`src/rtl/pc_fetch_unit.sv`:
```
// Fetch program counter with stall, aligned branch redirect and a post-redirect bubble window.
// Also provides pc+INC / pc+2*INC and a saturating count of accepted redirects.
module pc_fetch_unit #(
  parameter int unsigned       WIDTH        = 32,
  parameter logic [WIDTH-1:0]  RESET_VECTOR = '0,
  parameter int unsigned       INC          = 4,
  parameter int unsigned       ALIGN_BITS   = 2,
  parameter int unsigned       FLUSH_CYCLES = 2,
  parameter int unsigned       CNT_WIDTH    = 16
) (
  input  logic                 clk,
  input  logic                 rst,
  input  logic                 stall,
  input  logic                 branch_en,
  input  logic [WIDTH-1:0]     branch_target,
  output logic [WIDTH-1:0]     pc,
  output logic [WIDTH-1:0]     pc_plus_inc,
  output logic [WIDTH-1:0]     pc_plus_2inc,
  output logic                 fetch_valid,
  output logic                 flushing,
  output logic [CNT_WIDTH-1:0] redirect_cnt
);

  localparam logic [WIDTH-1:0] INC_W      = WIDTH'(INC);
  localparam logic [WIDTH-1:0] INC2_W     = WIDTH'(2 * INC);
  localparam logic [WIDTH-1:0] ALIGN_MASK = {WIDTH{1'b1}} << ALIGN_BITS;
  localparam logic [3:0]       FLUSH_INIT = 4'(FLUSH_CYCLES);

  typedef enum logic {
    RUN   = 1'b0,
    FLUSH = 1'b1
  } state_t;

  state_t                 state_reg;
  logic [WIDTH-1:0]       pc_reg;
  logic [3:0]             flush_cnt_reg;
  logic [CNT_WIDTH-1:0]   redirect_cnt_reg;
  logic                   fetch_valid_reg;
  logic                   flushing_reg;

  logic [WIDTH-1:0]       aligned_target;
  logic [CNT_WIDTH-1:0]   redirect_cnt_next;

  assign aligned_target    = branch_target & ALIGN_MASK;
  assign redirect_cnt_next = (&redirect_cnt_reg) ? redirect_cnt_reg
                                                 : redirect_cnt_reg + 1'b1;

  // Priority: reset, redirect, flush countdown, stall, increment.
  always_ff @(posedge clk) begin
    if (rst) begin
      state_reg        <= RUN;
      pc_reg           <= RESET_VECTOR;
      flush_cnt_reg    <= '0;
      redirect_cnt_reg <= '0;
      fetch_valid_reg  <= 1'b1;
      flushing_reg     <= 1'b0;
    end else if (branch_en) begin
      pc_reg           <= aligned_target;
      redirect_cnt_reg <= redirect_cnt_next;
      if (FLUSH_CYCLES > 0) begin
        state_reg       <= FLUSH;
        flush_cnt_reg   <= FLUSH_INIT;
        fetch_valid_reg <= 1'b0;
        flushing_reg    <= 1'b1;
      end else begin
        state_reg       <= RUN;
        flush_cnt_reg   <= '0;
        fetch_valid_reg <= 1'b1;
        flushing_reg    <= 1'b0;
      end
    end else if (state_reg == FLUSH) begin
      // Countdown ignores stall; the target itself is fetched once it expires.
      flush_cnt_reg <= flush_cnt_reg - 1'b1;
      if (flush_cnt_reg <= 4'd1) begin
        state_reg       <= RUN;
        fetch_valid_reg <= 1'b1;
        flushing_reg    <= 1'b0;
      end
    end else if (!stall) begin
      pc_reg <= pc_reg + INC_W;
    end
  end

  assign pc           = pc_reg;
  assign pc_plus_inc  = pc_reg + INC_W;
  assign pc_plus_2inc = pc_reg + INC2_W;
  assign fetch_valid  = fetch_valid_reg;
  assign flushing     = flushing_reg;
  assign redirect_cnt = redirect_cnt_reg;

endmodule

```
`config.mk`:
```
export PLATFORM = sky130hd
export DESIGN_NAME = pc_fetch_unit
export DESIGN_NICKNAME = d
export VERILOG_FILES = /design/src/rtl/pc_fetch_unit.sv
export SDC_FILE = /design/constraint.sdc
export NUM_CORES = 1
export LEC_CHECK = 0
export ABC_AREA = 0
export CORE_ASPECT_RATIO = 0.7
export CORE_MARGIN = 5
export CORE_UTILIZATION = 40
export CTS_BUF_LIST = sky130_fd_sc_hd__clkbuf_4 sky130_fd_sc_hd__clkbuf_8
export DETAILED_ROUTE_END_ITERATION = 6
export PLACE_DENSITY_LB_ADDON = 0.3
export SYNTH_ARGS = -nofsm -noshare
export SYNTH_HDL_FRONTEND = slang
export SYNTH_SLANG_ARGS = --single-unit
```
`constraint.sdc`:
```
create_clock -name clk -period 2.25 [get_ports clk]
set_input_delay 0.45 -clock clk [delete_from_list [all_inputs] [get_ports clk]]
set_output_delay 0.45 -clock clk [all_outputs]
set_load 0.01 [all_outputs]
```
==> results.yml <==
outcome:
  status: "finished with violations"
  failed_checks: "setup timing"
finish:
  instances_no_fill: 906
  final_core_utilization_pct: 72.65
  area_growth_syn_to_layout_pct: 75.72
  area.sequential_mm2: 0.001115
  antennaDiodeCount: 0
  layout.cells.most_common: "sky130_fd_sc_hd__buf_4"
  num-nets-final: 818
  multi_input_comb_area_mm2: 0.003159
  mostFrequentLayoutCells: "sky130_fd_sc_hd__buf_4 (120), sky130_fd_sc_hd__clkdlybuf4s50_1 (87), sky130_fd_sc_hd__buf_2 (44), sky130_fd_sc_hd__nor2_1 (39), sky130_fd_sc_hd__nand2_1 (38)"
  largest_register_ff_count: 30
  final_layout_size_suffix_gt1_share_pct: 41.26
  fillers: 701
power:
  internal_power_uw: 1746
  power.density_cell_area_mw_per_mm2: 361.9
  netSwitchingPower_uw: 819.7
  vdd.ir_drop.worst_mv: 0.2708
  clockPowerShare_pct: 26.9
  power_switching_share_pct: 31.95
  power.sequential.fraction_pct: 40.9
  power.combinational.fraction_pct: 32.2
  power.leakage_uw: 0.003052
timing:
  timing_worst_slew_pin_value_ps: 549.1
  fin_skew_ps: 10.13
  setup_slack_ps: -274.6
  timing_hold_violations_final: 0
  rsz0062_at_grt: "true"
  fin_crit_ps: 2525
  final_setup_fails: 34
  slew-limit-headroom_pct: 63.35
  finalMaxSlewViolations: 0
  max_freq_mhz: 396.1
  setup-tns-final_ps: -4511
  min_period_over_period_pct: 112.2
  fin_hold_ws_ps: 516.2
detailed_routing:
  drtAntennaViolNets: 0
  violation_count_after_the_first_detailed_route_iteration: 516
  drt-wirelength-per-cell_um: 19.90
  count_of_vias_placed_by_the_detailed_router: 5354
  dr.pass1.iters: 7
  detail_route.wirelength_mm: 18.03
  route.detailed.vias_per_inst: 5.909
  route.detailed.drc: 0
setup_path:
  worstPathRequired_ps: 1800
  worstSetupStartpointType: "register"
  worstSetupEndpointType: "output pin"
  critical_path_class: "register to output pin"
  path_max_fanout: 5
  crit_arrival_ps: 2070
hold_path:
  worst_hold_path_type: "register to register"
clock_network:
  root_buffer_master: "sky130_fd_sc_hd__clkbuf_8"
  cts-buffers-inserted: 5
  cts_max_path_buffers: 2
  clock_tree_from_tritoncts: "done"
  worst_setup_hold_path_clk_slew_ps: 110
  clock_latency_ps: 310
  clkSinkCount: 53
  htreeDepth: 2
synth:
  synthesis.yosys.warnings: 0
  async_reset_ff_share_pct: 0
  ys_dominant_reg_cell: "sky130_fd_sc_hd__dfxtp_1"
  netlist_instances: 525
  mappedNetlistArea_mm2: 0.004035
  yosys.cell_types.count: 60
  synth-seq-area-share_pct: 26.29
  synth_enable_flop_cells: 0
  synth.ff_latch_count: 53
  avgSynthCellArea_um2: 7.686
placement:
  detailed_place_hpwl_mm: 11.79
  finalWeightedCongestion: 0.9222
  place.port_buffers: 141
  place_worst_setup_slack_ps: -559.6
  dpl.cell_count: 854
grt:
  maximum_number_of_pins_on_one_net_before_global_route_repair: 23
  grt_pass1_wl_mm: 26.29
  antenna_found_initial: 0
  vias_in_the_first_global_route: 5193
  grt_util_all_layers_pct: 26.67
  overflow: 0
floorplanning:
  placeableCoreArea_mm2: 0.009759
  cell_row_count: 30
  starting_density_pct: 41.35
  die_area_mm2: 0.01223
  ios: 150
  chipWidth_um: 130.0
  die_height_um: 94.03
run:
  cap_viol_max_count: 0
[per-layer routing]
metal	share of wire [%]	vias up	wire (um)	GRT usage, %
li1	-	2379	-	-
met4	3.9	0	706	8.737
met2	47	347	8473	44.33
met3	9.6	75	1722	6.193
met1	40	2553	7128	34.00
met5	0	-	0	0
[cell type report]
class	instances	share of cell area (%)
Multi-Input combinational cell	411	44.56
Timing Repair Buffer	296	35.33
Sequential cell	53	15.72
Tap cell	128	2.259
Clock buffer	5	0.9705
Clock inverter	3	0.6353
Inverter	10	0.5294
[worst max-delay path, stage by stage (launching register included)]
cell	delay (ps)
sky130_fd_sc_hd__dfxtp_4	390
sky130_fd_sc_hd__buf_6	110
sky130_fd_sc_hd__nand4_1	140
sky130_fd_sc_hd__buf_6	190
sky130_fd_sc_hd__buf_6	120
sky130_fd_sc_hd__nor4_4	250
sky130_fd_sc_hd__nand4_1	200
sky130_fd_sc_hd__xnor2_1	190
sky130_fd_sc_hd__buf_2	150
[timing repair]
item | CTS | global route
hold buffers | 0 | 0
buffers inserted | 31 | 16
gates resized for setup | 291 | 60
setup endpoints to repair | 54 | 48
pin swaps | 51 | 45
[synth_stat cells, drive strengths merged (5+ instances only)]
cell type	n	area, um^2
dfxtp	53	1061
nor2	52	195.2
nand2	44	167.7
xor2	38	332.8
buf	34	217.7
xnor2	30	262.8
nand3	26	135.1
nand4	23	171.4
clkbuf	22	87.58
nor3	21	105.1
o21ai	20	100.1
a21oi	18	90.09
or4	15	118.9
a311oi	12	105.1
or3	11	72.57
a211oi	10	75.07
inv	10	37.54
o31ai	10	75.07
and4	9	80.08
nor4	8	50.05
and3	6	37.54
nor2b	6	37.54
ha	5	62.56
[power groups by stage]
| stage | clock network, uW | registers [uW] | logic, uW |
|---|---|---|---|
| 2_1_floorplan | 0 | 1070 | 340 |
| 3_3_place_gp | 0 | 1050 | 794 |
| 3_5_place_dp | 0 | 1060 | 805 |
| 4_1_cts | 685 | 1040 | 784 |
| 5_1_grt | 725 | 1050 | 878 |
| 6_report | 690 | 1050 | 827 |
[metrics by stage]
stage               instance area (um^2)  total power, uW
finish                              7091             2566
global route                        7091             2658
detailed placement                  6220             1860
global placement                    6220             1847
CTS                                 6783             2506
floorplan                           4121             1412
[worst paths after layout]
check	slack, ps	start	cells past startpoint	endpoint
worst max-delay path	-270	pc[12]	8	pc_plus_inc[28]
worst min-delay path	520	flushing	2	flushing
worst max register to register	0	pc[3]	7	pc[26]
worst min register to register	520	flushing	2	flushing
[cells by family (layout without fill, tap and decap cells)]
logic type,count (synthesis),after routing,synth area share (%)
xor gates and xnor gates,68,68,14.76
DFF,53,53,26.29
adders and majority gates,5,5,1.550
muxes,6,6,1.612
other,1,6,0.09293
and+or+nand+nor,238,238,32.31
buffers and inverters,66,314,8.496
AOI/OAI and AO/OA,88,88,14.88
Note: power is estimated with default switching activity, not from simulation.
